## config.mk

```make
export PLATFORM = sky130hd
export DESIGN_NAME = ccd_scan_gen_flat
export DESIGN_NICKNAME = d
export VERILOG_FILES = /design/src/rtl/ccd_scan_if.sv /design/src/rtl/ccd_scan_gen.sv /design/src/flat_wrapper.sv
export SDC_FILE = /design/constraint.sdc
export NUM_CORES = 1
export LEC_CHECK = 0
export ABC_AREA = 1
export CAP_MARGIN = 20
export CORE_ASPECT_RATIO = 1.25
export CORE_MARGIN = 2
export CORE_UTILIZATION = 55
export CTS_BUF_LIST = sky130_fd_sc_hd__clkbuf_4 sky130_fd_sc_hd__clkbuf_8 sky130_fd_sc_hd__clkbuf_16
export CTS_CLUSTER_DIAMETER = 200
export DETAILED_ROUTE_END_ITERATION = 12
export PLACE_DENSITY = 0.82
export SLEW_MARGIN = 20
export SYNTH_ARGS = -nofsm -noshare
export SYNTH_HDL_FRONTEND = slang
export SYNTH_SLANG_ARGS = --single-unit
export TNS_END_PERCENT = 100
```

## constraint.sdc

```tcl
create_clock -name clk -period 16.5 [get_ports clk]
set_input_delay 3.3 -clock clk [delete_from_list [all_inputs] [get_ports clk]]
set_output_delay 3.3 -clock clk [all_outputs]
set_load 0.1 [all_outputs]
```

## src/rtl/ccd_scan_if.sv

```systemverilog
// Scan request/config and progress/trigger signals between the scan controller
// (master) and the CCD trigger generator (slave).
interface ccd_scan_if #(
  parameter int CNT_W = 16
) ();
  logic             start;
  logic             kill;
  logic             continuous;
  logic [CNT_W-1:0] x_points;
  logic [CNT_W-1:0] x_skip;
  logic [CNT_W-1:0] y_lines;
  logic [CNT_W-1:0] cycles_per_point;
  logic [CNT_W-1:0] pulse_cycles;
  logic [CNT_W-1:0] gap_cycles;
  logic [CNT_W-1:0] delay_points;
  logic             ccd;
  logic             line_sync;
  logic             frame_done;
  logic             busy;
  logic             aborted;
  logic             cfg_err;
  logic [CNT_W-1:0] x_idx;
  logic [CNT_W-1:0] y_idx;
  logic [1:0]       dbg_state;

  // Protocol: start is a level sampled only while idle (busy=0); an accepted
  // start is acknowledged by busy rising, a rejected one by a cfg_err strobe.
  // kill is a level honoured in any busy cycle and acknowledged by aborted.
  modport master (
    output start, kill, continuous, x_points, x_skip, y_lines,
           cycles_per_point, pulse_cycles, gap_cycles, delay_points,
    input  ccd, line_sync, frame_done, busy, aborted, cfg_err,
           x_idx, y_idx, dbg_state
  );

  modport slave (
    input  start, kill, continuous, x_points, x_skip, y_lines,
           cycles_per_point, pulse_cycles, gap_cycles, delay_points,
    output ccd, line_sync, frame_done, busy, aborted, cfg_err,
           x_idx, y_idx, dbg_state
  );
endinterface

```

## src/rtl/ccd_scan_gen.sv

```systemverilog
// CCD exposure pulse-train generator: start delay, M lines of N points with
// per-point pulse width, leading blank points and flyback gaps between lines.
module ccd_scan_gen #(
  parameter int CNT_W = 16,
  parameter int DLY_W = 32
) (
  input logic      clk,
  input logic      rst,
  ccd_scan_if.slave bus
);

  typedef enum logic [1:0] {
    S_IDLE  = 2'd0,
    S_DELAY = 2'd1,
    S_LINE  = 2'd2,
    S_GAP   = 2'd3
  } state_t;

  state_t state, state_n;

  logic [CNT_W-1:0] n_sh, skip_sh, m_sh, p_sh, w_sh, g_sh;
  logic             cont_sh;
  logic [DLY_W-1:0] dly_total;

  logic [DLY_W-1:0] dly_cnt, dly_cnt_n;
  logic [CNT_W-1:0] phase, phase_n;
  logic [CNT_W-1:0] x_cnt, x_cnt_n;
  logic [CNT_W-1:0] y_cnt, y_cnt_n;
  logic [CNT_W-1:0] gap_cnt, gap_cnt_n;
  logic             gap_wrap, gap_wrap_n;

  logic             ccd_q, line_sync_q, frame_done_q, busy_q, aborted_q, cfg_err_q;
  logic [CNT_W-1:0] x_idx_q, y_idx_q;

  logic [CNT_W-1:0] p_in;
  logic [DLY_W-1:0] dly_in;
  logic             cfg_ok, accept, reject, kill_act;
  logic             pt_last, x_last, y_last, frame_end;

  assign p_in   = (bus.cycles_per_point == '0) ? CNT_W'(1) : bus.cycles_per_point;
  // Operands widened first so the product keeps all 2*CNT_W bits.
  assign dly_in = DLY_W'(bus.delay_points) * DLY_W'(p_in);
  assign cfg_ok = (bus.x_points != '0) && (bus.y_lines != '0);
  assign accept = (state == S_IDLE) && bus.start && cfg_ok;
  assign reject = (state == S_IDLE) && bus.start && !cfg_ok;
  assign kill_act = (state != S_IDLE) && bus.kill;

  assign pt_last   = (phase == p_sh - CNT_W'(1));
  assign x_last    = (x_cnt == n_sh - CNT_W'(1));
  assign y_last    = (y_cnt == m_sh - CNT_W'(1));
  assign frame_end = (state == S_LINE) && pt_last && x_last && y_last;

  always_comb begin
    state_n    = state;
    dly_cnt_n  = dly_cnt;
    phase_n    = phase;
    x_cnt_n    = x_cnt;
    y_cnt_n    = y_cnt;
    gap_cnt_n  = gap_cnt;
    gap_wrap_n = gap_wrap;
    if (kill_act) begin
      state_n    = S_IDLE;
      dly_cnt_n  = '0;
      phase_n    = '0;
      x_cnt_n    = '0;
      y_cnt_n    = '0;
      gap_cnt_n  = '0;
      gap_wrap_n = 1'b0;
    end else begin
      case (state)
        S_IDLE: begin
          if (accept) begin
            dly_cnt_n  = '0;
            phase_n    = '0;
            x_cnt_n    = '0;
            y_cnt_n    = '0;
            gap_cnt_n  = '0;
            gap_wrap_n = 1'b0;
            state_n    = (dly_in != '0) ? S_DELAY : S_LINE;
          end
        end
        S_DELAY: begin
          if (dly_cnt == dly_total - DLY_W'(1)) begin
            state_n   = S_LINE;
            dly_cnt_n = '0;
          end else begin
            dly_cnt_n = dly_cnt + DLY_W'(1);
          end
        end
        S_LINE: begin
          if (!pt_last) begin
            phase_n = phase + CNT_W'(1);
          end else begin
            phase_n = '0;
            if (!x_last) begin
              x_cnt_n = x_cnt + CNT_W'(1);
            end else begin
              x_cnt_n = '0;
              if (y_last && !cont_sh) begin
                state_n = S_IDLE;
                y_cnt_n = '0;
              end else if (g_sh != '0) begin
                // y_idx keeps the finished line through the flyback gap.
                state_n    = S_GAP;
                gap_cnt_n  = '0;
                gap_wrap_n = y_last;
              end else begin
                y_cnt_n = y_last ? '0 : y_cnt + CNT_W'(1);
              end
            end
          end
        end
        S_GAP: begin
          if (gap_cnt == g_sh - CNT_W'(1)) begin
            state_n   = S_LINE;
            gap_cnt_n = '0;
            y_cnt_n   = gap_wrap ? '0 : y_cnt + CNT_W'(1);
          end else begin
            gap_cnt_n = gap_cnt + CNT_W'(1);
          end
        end
        default: state_n = S_IDLE;
      endcase
    end
  end

  always_ff @(posedge clk) begin
    if (rst) begin
      state        <= S_IDLE;
      dly_cnt      <= '0;
      phase        <= '0;
      x_cnt        <= '0;
      y_cnt        <= '0;
      gap_cnt      <= '0;
      gap_wrap     <= 1'b0;
      n_sh         <= '0;
      skip_sh      <= '0;
      m_sh         <= '0;
      p_sh         <= '0;
      w_sh         <= '0;
      g_sh         <= '0;
      cont_sh      <= 1'b0;
      dly_total    <= '0;
      ccd_q        <= 1'b0;
      line_sync_q  <= 1'b0;
      frame_done_q <= 1'b0;
      busy_q       <= 1'b0;
      aborted_q    <= 1'b0;
      cfg_err_q    <= 1'b0;
      x_idx_q      <= '0;
      y_idx_q      <= '0;
    end else begin
      state    <= state_n;
      dly_cnt  <= dly_cnt_n;
      phase    <= phase_n;
      x_cnt    <= x_cnt_n;
      y_cnt    <= y_cnt_n;
      gap_cnt  <= gap_cnt_n;
      gap_wrap <= gap_wrap_n;
      if (accept) begin
        n_sh      <= bus.x_points;
        skip_sh   <= bus.x_skip;
        m_sh      <= bus.y_lines;
        p_sh      <= p_in;
        w_sh      <= bus.pulse_cycles;
        g_sh      <= bus.gap_cycles;
        cont_sh   <= bus.continuous;
        dly_total <= dly_in;
      end
      // Outputs show the cycle the counters describe; a kill blanks it instead.
      ccd_q        <= !kill_act && (state == S_LINE) && (phase < w_sh) && (x_cnt >= skip_sh);
      line_sync_q  <= !kill_act && (state == S_LINE) && (phase == '0) && (x_cnt == '0);
      frame_done_q <= !kill_act && frame_end;
      busy_q       <= !kill_act && (state != S_IDLE);
      aborted_q    <= kill_act;
      cfg_err_q    <= reject;
      x_idx_q      <= kill_act ? '0 : x_cnt;
      y_idx_q      <= kill_act ? '0 : y_cnt;
    end
  end

  assign bus.ccd        = ccd_q;
  assign bus.line_sync  = line_sync_q;
  assign bus.frame_done = frame_done_q;
  assign bus.busy       = busy_q;
  assign bus.aborted    = aborted_q;
  assign bus.cfg_err    = cfg_err_q;
  assign bus.x_idx      = x_idx_q;
  assign bus.y_idx      = y_idx_q;
  assign bus.dbg_state  = state;

endmodule
```

## src/flat_wrapper.sv

```systemverilog
// flat-port wrapper written by rule: the top's interface ports become plain ports
module ccd_scan_gen_flat 
#(
  parameter int CNT_W = 16,
  parameter int DLY_W = 32
)
  (clk, rst, bus_start, bus_kill, bus_continuous, bus_x_points, bus_x_skip, bus_y_lines, bus_cycles_per_point, bus_pulse_cycles, bus_gap_cycles, bus_delay_points, bus_ccd, bus_line_sync, bus_frame_done, bus_busy, bus_aborted, bus_cfg_err, bus_x_idx, bus_y_idx, bus_dbg_state);
  ccd_scan_if #(.CNT_W(CNT_W)) bus_i ();
  input logic clk;
  input logic rst;
  input wire logic [$bits(bus_i.start)-1:0] bus_start;
  input wire logic [$bits(bus_i.kill)-1:0] bus_kill;
  input wire logic [$bits(bus_i.continuous)-1:0] bus_continuous;
  input wire logic [$bits(bus_i.x_points)-1:0] bus_x_points;
  input wire logic [$bits(bus_i.x_skip)-1:0] bus_x_skip;
  input wire logic [$bits(bus_i.y_lines)-1:0] bus_y_lines;
  input wire logic [$bits(bus_i.cycles_per_point)-1:0] bus_cycles_per_point;
  input wire logic [$bits(bus_i.pulse_cycles)-1:0] bus_pulse_cycles;
  input wire logic [$bits(bus_i.gap_cycles)-1:0] bus_gap_cycles;
  input wire logic [$bits(bus_i.delay_points)-1:0] bus_delay_points;
  output wire logic [$bits(bus_i.ccd)-1:0] bus_ccd;
  output wire logic [$bits(bus_i.line_sync)-1:0] bus_line_sync;
  output wire logic [$bits(bus_i.frame_done)-1:0] bus_frame_done;
  output wire logic [$bits(bus_i.busy)-1:0] bus_busy;
  output wire logic [$bits(bus_i.aborted)-1:0] bus_aborted;
  output wire logic [$bits(bus_i.cfg_err)-1:0] bus_cfg_err;
  output wire logic [$bits(bus_i.x_idx)-1:0] bus_x_idx;
  output wire logic [$bits(bus_i.y_idx)-1:0] bus_y_idx;
  output wire logic [$bits(bus_i.dbg_state)-1:0] bus_dbg_state;
  assign bus_i.start = bus_start;
  assign bus_i.kill = bus_kill;
  assign bus_i.continuous = bus_continuous;
  assign bus_i.x_points = bus_x_points;
  assign bus_i.x_skip = bus_x_skip;
  assign bus_i.y_lines = bus_y_lines;
  assign bus_i.cycles_per_point = bus_cycles_per_point;
  assign bus_i.pulse_cycles = bus_pulse_cycles;
  assign bus_i.gap_cycles = bus_gap_cycles;
  assign bus_i.delay_points = bus_delay_points;
  assign bus_ccd = bus_i.ccd;
  assign bus_line_sync = bus_i.line_sync;
  assign bus_frame_done = bus_i.frame_done;
  assign bus_busy = bus_i.busy;
  assign bus_aborted = bus_i.aborted;
  assign bus_cfg_err = bus_i.cfg_err;
  assign bus_x_idx = bus_i.x_idx;
  assign bus_y_idx = bus_i.y_idx;
  assign bus_dbg_state = bus_i.dbg_state;
  ccd_scan_gen #(.CNT_W(CNT_W), .DLY_W(DLY_W)) u_core (.clk(clk), .rst(rst), .bus(bus_i));
endmodule
```

# Word-level counts from Yosys, hierarchy flattened
# Index checks and enable logic that the tools add are counted.
# word_totals
reg_bits	266
in_bits	117
output_inout_bits	40
elab_cells	131
# classes
n_addsub	10
multipliers	1
magnitude_cmp	2
n_eq_ne	17
mux	39
n_reduce_logical	39
# ops
cell	n
2-to-1 mux 16 bit	17
case mux 16 bit (3 select lines)	2
adder 16 x 1 -> 16 bit (second input constant)	4
== test 16 bit	4
2-to-1 mux 32 bit	2
case mux 16 bit (2 select lines)	2
case mux 32 bit (2 select lines)	1
subtractor 16 x 1 -> 16 bit (second input constant)	4
logical NOT 16 bit	3
nonzero test 16 bit	3
adder 32 x 1 -> 32 bit (second input constant)	1
== test 32 bit	1
multiplier 16 x 16 -> 32 bit	1
nonzero test 32 bit	1
subtractor 32 x 1 -> 32 bit (second input constant)	1
AND reduction 6 bit	4
>= comparator 16 bit	1
logical AND 1 bit	16
less-than comparator 16 bit	1
2-to-1 mux 2 bit	8
!= test 2 x 1 -> 1 bit (second input constant)	6
case mux 2 bit (4 select lines)	1
nonzero test 2 bit	3
2-to-1 mux 1 bit	5
12 further kinds	16

# Depth between registers and ports, before layout
# Gate-level depths: netlist (run 1).
# logic_depth
depth_word	8
depth_mapped	32
depth_no_buf	30

# Least setup slack after synthesis (run 1)
# OpenSTA, ideal clock, no wires.
# synth_path
path_kind	input port to flip-flop
startpoint	in bus_cycles_per_point[7]
endpoint	reg u_core.state[1] (netlist: u_core.bus.dbg_state[1])
arrival_time_ns	8.697
setup_slack_ns	7.733
path_stages	30
path_buffers	2
cell_sequence	clkbuf_1 clkbuf_1 nand2_1 fa_1 inv_1 fa_1 inv_1 fa_1 inv_1 fa_1 fa_1 inv_1 fa_1 inv_1 ha_1 nand2_1 nor2_1 inv_1 nor2_1 and2_1 nand2_1 nand3_1 nand2_1 nor2_1 nand2_1 nor2_1 nand4_1 nand2_1 nand2_1 a21oi_1
# synth_between
elab_chain_cells	7
# synth_rtl
item	line	rtl
from (decl)	flat_wrapper.sv:17	input wire logic [$bits(bus_i.cycles_per_point)-1:0] bus_cycles_per_point;
logical NOT 16 bit	ccd_scan_gen.sv:40	assign p_in = (bus.cycles_per_point == '0) ? CNT_W'(1) : bus.cycles_per_point;
2-to-1 mux 16 bit *	ccd_scan_gen.sv:40	
multiplier 16 x 16 -> 32 bit *	ccd_scan_gen.sv:42	assign dly_in = DLY_W'(bus.delay_points) * DLY_W'(p_in);
nonzero test 32 bit *	ccd_scan_gen.sv:79	state_n = (dly_in != '0) ? S_DELAY : S_LINE;
2-to-1 mux 2 bit *	ccd_scan_gen.sv:79	
2-to-1 mux 2 bit *	ccd_scan_gen.sv:72	if (accept) begin
case mux 2 bit (4 select lines) *	ccd_scan_gen.sv:70	case (state)
to (signal assigned)	ccd_scan_gen.sv:153	state <= state_n;
to (decl)	ccd_scan_gen.sv:19	state_t state, state_n;
# Mark *: on every way between the ends. The rest lies on a longest branch, timed or not. The select of a mux whose other input is x is not followed.
# A chain may end at the register's enable or synchronous reset.

# Worst setup path after layout (run 1)
# layout_path
startpoint	in bus_cycles_per_point[8]
endpoint	reg u_core.state[1] (netlist: u_core.bus.dbg_state[1])
# Same word-level chain as after synthesis.

==> results of run 1 <==
==> layer usage <==
layer	track usage, %	part of all wire, %	up-vias
met5	0	0	-
met4	14.3	5.0	0
met3	3.21	6.1	222
met2	53.4	50	831
met1	32.6	39	10928
li1	-	-	11630
==> cell type report <==
cell class / instances / area [um^2]
fill: 4154 / 17700
multi-input combinational: 2612 / 16700
sequential: 266 / 5330
inverter: 722 / 2710
timing repair buffer: 166 / 1630
tap: 585 / 732
clock buffer: 31 / 729
clock inverter: 19 / 206
antenna: 1 / 2.50
==> power by group through the flow <==
stage	sequential, mW	combinational (mW)	clock, mW
5_1_grt	0.836	4.50	0.670
4_1_cts	0.825	3.95	0.646
3_3_place_gp	0.836	3.89	0
6_report	0.827	3.97	0.638
3_5_place_dp	0.838	3.93	0
2_1_floorplan	0.839	2.95	0
==> final timing paths <==
check | start | end | slack (ns) | cells after the start
worst max-delay path | bus_cycles_per_point[8] | u_core.bus.dbg_state[1] | 7.14 | 30
worst min-delay path | u_core.w_sh[5] | u_core.w_sh[5] | 0.46 | 2
worst max register to register | u_core.dly_total[0] | u_core.dly_cnt[17] | 13.36 | 17
worst min register to register | u_core.w_sh[5] | u_core.w_sh[5] | 0.46 | 2
==> kinds of logic (layout without fill, tap and decap cells) <==
kind of cell | after synthesis | after routing | synth area share, %
AO/OA/AOI/OAI | 408 | 408 | 8.63
XOR/XNOR | 176 | 176 | 6.24
adder cells (fa/ha/maj) | 342 | 342 | 22.6
buffers and inverters | 868 | 938 | 13.0
flip-flops | 266 | 266 | 21.0
other | 0 | 1 | 0
AND/OR/NAND/NOR | 1686 | 1686 | 28.5
==> cells in the final DEF, fill, tap and decap left out, drive strengths merged, types with 31 or more instances in the layout <==
cell type      count
a21oi            226
clkbuf            31
clkdlybuf4s50    155
dfxtp            266
fa               194
ha               148
inv              718
nand2            949
nand3            210
nand4             54
nor2             350
nor3              47
o21ai            125
xnor2             48
xor2             125
==> Yosys cell counts, types with 5 or more instances <==
master / number
dfxtp_1: 266
xor2_1: 125
nand2_1: 935
o21ai_0: 120
nand4_1: 53
a21oi_1: 226
nor3_1: 42
nor2_4: 8
nand3b_1: 24
nor3_2: 5
o211ai_1: 15
o21bai_1: 6
nor2_2: 20
nand3_2: 6
or2_2: 10
xnor2_1: 48
o31ai_1: 8
buf_2: 9
and2_1: 11
o22ai_1: 5
clkbuf_1: 124
nand3_1: 204
fa_1: 194
ha_1: 148
a31oi_1: 5
nor3b_1: 6
inv_1: 708
inv_2: 10
nor2_1: 322
nand2_2: 12
nor4_1: 19
==> worst min-delay path: cells and delay by family, from the launching register on <==
kind	cells	cell delay, ns
flip-flops	1	0.29
buffers and inverters	1	0.06
AO/OA/AOI/OAI	1	0.06
==> metrics by stage <==
| step | worst slack, ns | total power [mW] | instance area (um^2) | utilization, % |
|---|---|---|---|---|
| 2_1_floorplan | 7.73 | 3.79 | 25400 | - |
| 6_report | 7.14 | 5.43 | 28100 | 61.3 |
| 4_1_cts | 7.25 | 5.42 | 28100 | 61.3 |
| 5_1_grt | 6.76 | 6.00 | 28100 | 61.3 |
| 3_5_place_dp | 6.66 | 4.76 | 27100 | 59.2 |
| 3_3_place_gp | 6.74 | 4.73 | 27100 | 59.2 |
==> metrics.md, run 1 <==
| Metric | Value |
|---|---|
| Cts repair resizes | `0` |
| Flops & latches, synth | `266` |
| CP Launch Type | `input pin` |
| Post-layout min period | `between 9 and 10 ns` |
| Power Density | `between 150 and 200 nW/um^2` |
| Global-route wire length before repair | `113000 um` |
| Synth Cell Area | `25400 um^2` |
| Final cell count without fillers | `~4400` |
| Final setup violation count | `0` |
| Initial antenna violation count | `1` |
| Antenna Nets Post-Route | `0` |
| CP peak stage delay | `1.15 ns` |
| Largest registers | `u_core.dly_cnt: 32 flops, u_core.dly_total: 32 flops` |
| Flop pwr share | `~15%` |
| Hold buffers post-CTS | `0` |
| Setup CP Type | `in2reg` |
| Syn Nets | `~4200` |
| Status | `finished, final reports clean` |
| Routed WL | `roughly 68000 um` |
| Full die area | `approximately 48000 um^2` |
| Synthesized instance count | `approximately 3700` |
| CP Capture Type | `flop` |
| CTS Buf Count | `28` |
| Nets | `4255` |
| Avg Synthesized Cell Area | `about 6.8 um^2` |
| Largest net degree at the start of global routing | `85` |
| Clock Skew | `just over 0.04 ns` |
| Delay-heaviest family, CP | `adder cells` |
| Root Buffer | `clkbuf_16` |
| Clock sinks | `between 200 and 300` |
| Gpl congestion | `roughly 0.95` |
| Critical Path AT | `just under 10 ns` |
| Sequential fraction of the synthesis area | `a little over a fifth` |
| Hold Path Class | `reg2reg` |
| Worst Tran Pin Value | `between 1 and 1.5 ns` |
| Max cap viols | `0` |
| Crit-path max FO | `18` |
| First drt pass iteration count | `6` |
| Switch Pwr | `2.98 mW` |
| Most used DFF post-synth | `dfxtp_1` |
| Worst-Skew Late Latency | `around 0.6 ns` |
| Maximum clock path buffer count | `3` |
| Cell row count | `88` |
| GRT Residual Overflow | `0` |
| Layout cell share with drive strength beyond 1 | `3.67%` |
| Unique cell type count in the Yosys netlist | `55` |
| Clock network power share | `about an eighth` |
| Internal power | `2.46 mW` |
| Vias in the first global route | `~23000` |
| Final slew viol count | `0` |
| Initial Util | `55.4%` |
| GRT Util Overall | `28.8%` |
| Starting DRT DRC Count | `around 1500` |
| H-tree Lvls | `1` |
| Req. time, crit path | `~17 ns` |
| Critical path's slowest cell | `clkdlybuf4s50_1` |
| Die Y | `~240 um` |
| Bufs and invs on worst path | `7` |
| Post-DP HPWL | `between 50000 and 60000 um` |
| CTS tree | `built` |
| Port bufs | `around 160` |
| VDD IR max | `around 0.25 mV` |
| Switching Fraction | `roughly 55%` |
| Unrepaired setup endpoints after global routing | `false` |
| Die X | `196 um` |
| Fin Setup TNS | `0 ns` |
| Layout area overhead | `10.7%` |
| Vias per inst | `between 5 and 6` |
| Setup Buffers After CTS | `0` |
| I/O pins | `about 160` |
| Placed Cells | `between 4000 and 5000` |
| Ranking of synthesized cells by area | `dfxtp_1 (21%), fa_1 (15%), nand2_1 (14%)` |
| Period utilisation layout | `between 50 and 60%` |
| Fin. Hold Viols | `0` |
| Slew margin rel. | `approximately a quarter` |
| Wirelength per Cell | `15.5 um` |
| Comb power frac | `73.0%` |
| Dominant cell type by area after synthesis | `dfxtp_1` |
| Number of synthesized flops with an enable pin | `0` |
| Worst hold margin | `0.455 ns` |
| Most used cell, CP | `nand2_1` |
| Post-synth top area share | `21.0%` |
| Async set-or-reset flop fraction in the synthesized netlist | `0%` |
| P_leak | `14.0 nW` |
| Vias | `23611` |
| Yosys Warn Count | `0` |
| Clock-pin slew on the worst setup and hold paths | `around 0.060 ns` |
| Core Footprint | `~46000 um^2` |
| DRC Markers | `0` |
| Fmax | `~110 MHz` |
(Power assumes the default switching activity.)
==> run 2: changes to the inputs <==
--- a/config.mk
+++ b/config.mk
@@ -13,7 +13,7 @@
 export CTS_BUF_LIST = sky130_fd_sc_hd__clkbuf_4 sky130_fd_sc_hd__clkbuf_8 sky130_fd_sc_hd__clkbuf_16
 export CTS_CLUSTER_DIAMETER = 200
 export DETAILED_ROUTE_END_ITERATION = 12
-export PLACE_DENSITY = 0.82
+export PLACE_DENSITY = 0.85
 export SLEW_MARGIN = 20
 export SYNTH_ARGS = -nofsm -noshare
 export SYNTH_HDL_FRONTEND = slang
==> constraint.sdc (replaced) <==
create_clock -name clk -period 8.35 [get_ports clk]
set_input_delay 1.67 -clock clk [delete_from_list [all_inputs] [get_ports clk]]
set_output_delay 1.67 -clock clk [all_outputs]
set_load 0.1 [all_outputs]
==> run 2 against run 1 <==
Against the previous run:
- total power increased by 97%
- clock skew decreased by 0.026 ns
- highest routed layer is now met5
- worst setup slack got worse by 6.3 ns
- sequential power increased by 97%
- register-to-register slack got worse by 8.2 ns
- largest cell class unchanged
- non-clock buffer count increased by 30
- cell count increased by 0.68%
- wire length decreased by 0.29%
- final area increased by 0.90%
- clock power increased by 110%
- global-route usage about the same
==> metrics.md, run 2 (synthesized netlist as in run 1, its figures left out) <==
| Metric | Value |
|---|---|
| Status | `finished, final reports clean` |
| Gpl congestion | `0.957 (+0.48%)` |
| Maximum clock path buffer count | `3 (unchanged)` |
| Die X | `196 um (unchanged)` |
| Full die area | `47900 um^2 (unchanged)` |
| Largest net degree at the start of global routing | `111 (+31%)` |
| Largest registers | `u_core.dly_cnt: 32 flops, u_core.dly_total: 32 flops` |
| Vias per inst | `5.38 (+0.29%)` |
| P_leak | `14.1 nW (+1.1%)` |
| Clock sinks | `266 (unchanged)` |
| Cts repair resizes | `0 (unchanged)` |
| WHS Path Cells | `2 (unchanged)` |
| Core Util, Final | `61.8% (+0.55 points)` |
| Die Y | `244 um (unchanged)` |
| Vias in the first global route | `23665 (+0.91%)` |
| Final Instance Area | `28300 um^2 (+0.90%)` |
| Worst Min Path Start | `u_core.skip_sh[1]` |
| I/O pins | `157 (unchanged)` |
| Global-route wire length before repair | `113000 um (+0.12%)` |
| Fin. Hold Viols | `0 (unchanged)` |
| CTS Buf Count | `27 (-3.6%)` |
| Unrepaired setup endpoints after global routing | `false` |
| H-tree Lvls | `1 (unchanged)` |
| Post-layout min period | `roughly 7.5 ns` |
| RR Endpoint | `u_core.y_cnt[10]` |
| R2R depth | `15 (-2)` |
| Vias | `23840 (+0.97%)` |
| Initial Util | `55.4% (unchanged)` |
| Slew margin rel. | `31.9% (+8.4 points)` |
| CP Launch Type | `input pin` |
| Layout area overhead | `11.6%` |
| Layout cell share with drive strength beyond 1 | `4.40% (+0.73 points)` |
| Cell row count | `88 (unchanged)` |
| CP Capture Type | `flop` |
| CP startpoint | `bus_cycles_per_point[11]` |
| Final setup violation count | `0 (unchanged)` |
| Initial antenna violation count | `3 (+2)` |
| Nets | `4284 (+0.68%)` |
| Placed Instance Area | `27400 um^2 (+0.83%)` |
| Power Density | `377 nW/um^2 (+95%)` |
| Critical Path AT | `8.00 ns (-1.88 ns)` |
| Routed WL | `68200 um (-0.29%)` |
| Most common cell after layout, fill and taps aside | `nand2_1` |
| Setup Buffers After CTS | `0 (unchanged)` |
| Setup CP Type | `in2reg` |
| Worst-Skew Late Latency | `0.55 ns (-0.04 ns)` |
| Root Buffer | `clkbuf_16` |
| VDD IR max | `0.429 mV (+75%)` |
| Clock-pin slew on the worst setup and hold paths | `0.07 ns (about the same)` |
| Most frequent cells in the layout | `nand2_1 (935), inv_1 (706), nor2_1 (322)` |
| Crit-path max FO | `12 (-6)` |
| R2r startpoint | `u_core.n_sh[0]` |
| Post-DP HPWL | `54300 um (+4.3%)` |
| Hold buffers post-CTS | `0 (unchanged)` |
| Fmax | `133 MHz` |
| Clock Skew | `0.0148 ns (-0.0259 ns)` |
| Antenna Nets Post-Route | `0 (unchanged)` |
| Hold EP | `u_core.skip_sh[1]` |
| Worst Tran Pin Value | `1.02 ns (-0.122 ns)` |
| First drt pass iteration count | `6 (unchanged)` |
| Core Footprint | `45800 um^2 (unchanged)` |
| CTS tree | `built` |
| Fin Setup TNS | `0 ns (unchanged)` |
| Final slew viol count | `0 (unchanged)` |
| Max cap viols | `0 (unchanged)` |
| Starting DRT DRC Count | `1575 (+3.7%)` |
| Period utilisation layout | `approximately nine tenths` |
| GRT Residual Overflow | `0 (unchanged)` |
| Wirelength per Cell | `15.4 um (-0.96%)` |
| R2R Setup Slk | `5.14 ns (-8.22 ns)` |
| Setup WS pre-CTS | `0.296 ns (-6.36 ns)` |
| GRT Util Overall | `28.8% (about the same)` |
| Hold Path Class | `reg2reg` |
| Req. time, crit path | `8.82 ns (-8.20 ns)` |
| DRC Markers | `0 (unchanged)` |
| Final WS setup | `0.823 ns (-6.31 ns)` |
| Port bufs | `156 (unchanged)` |
-- run 2: critical path, cell delays in order --
cell	delay [ns]
clkdlybuf4s50_1	0.95
nand2_1	0.18
fa_1	0.55
inv_1	0.06
fa_1	0.55
fa_1	0.43
fa_1	0.46
fa_1	0.53
inv_1	0.06
fa_1	0.48
inv_1	0.04
ha_1	0.38
nand2_1	0.13
nor2_1	0.19
inv_1	0.06
nor2_1	0.17
and2_1	0.15
nand2_1	0.07
nand3_1	0.11
nand2_1	0.08
nor2_1	0.10
nand2_1	0.06
nor2_1	0.18
nand4_1	0.11
nand2_1	0.08
nand2_1	0.05
a21oi_1	0.13
-- run 2: cell type report --
type / instances / area, um^2
clock buffers: 31 / 712
clock inverters: 18 / 248
fillers: 4037 / 17500
diodes: 2 / 5.00
repair buffers: 196 / 1860
flip-flops and latches: 266 / 5330
inverters: 722 / 2710
multi-input cells: 2612 / 16700
well taps: 585 / 732
-- run 2: how the worst max path moves through the flow --
stage	to	slack, ns	depth (start not counted)
finish	u_core.bus.dbg_state[1]	0.82	27
CTS	u_core.bus.dbg_state[1]	0.90	27
global placement	u_core.bus.dbg_state[1]	0.49	26
detailed placement	u_core.bus.dbg_state[1]	0.30	27
global route	u_core.bus.dbg_state[1]	0.41	27
floorplan	u_core.bus.dbg_state[1]	1.21	30
-- run 2: power by group --
group	switching, mW	leakage [nW]	internal (mW)	total, mW
logic	5.05	11.5	2.69	7.74
clock network	0.541	0.463	0.774	1.31
registers	0.180	2.17	1.45	1.63
-- run 2: metal layers --
| metal | global-route usage, % | share of wire [%] |
|---|---|---|
| met2 | 53.7 | 50 |
| met4 | 15.8 | 5.7 |
| met5 | 0 | 0.019 |
| met1 | 31.6 | 38 |
| met3 | 3.57 | 6.0 |
-- run 2: metrics by stage --
step                      power [mW]  hold slack [ns]  instances
after detailed placement        9.33            0.457       4381
after global placement          9.25            0.449       4381
after global routing            12.0            0.474       4432
after floorplan                 7.48            0.433       3746
final                           10.7            0.460       4432
after CTS                       10.7            0.465       4430
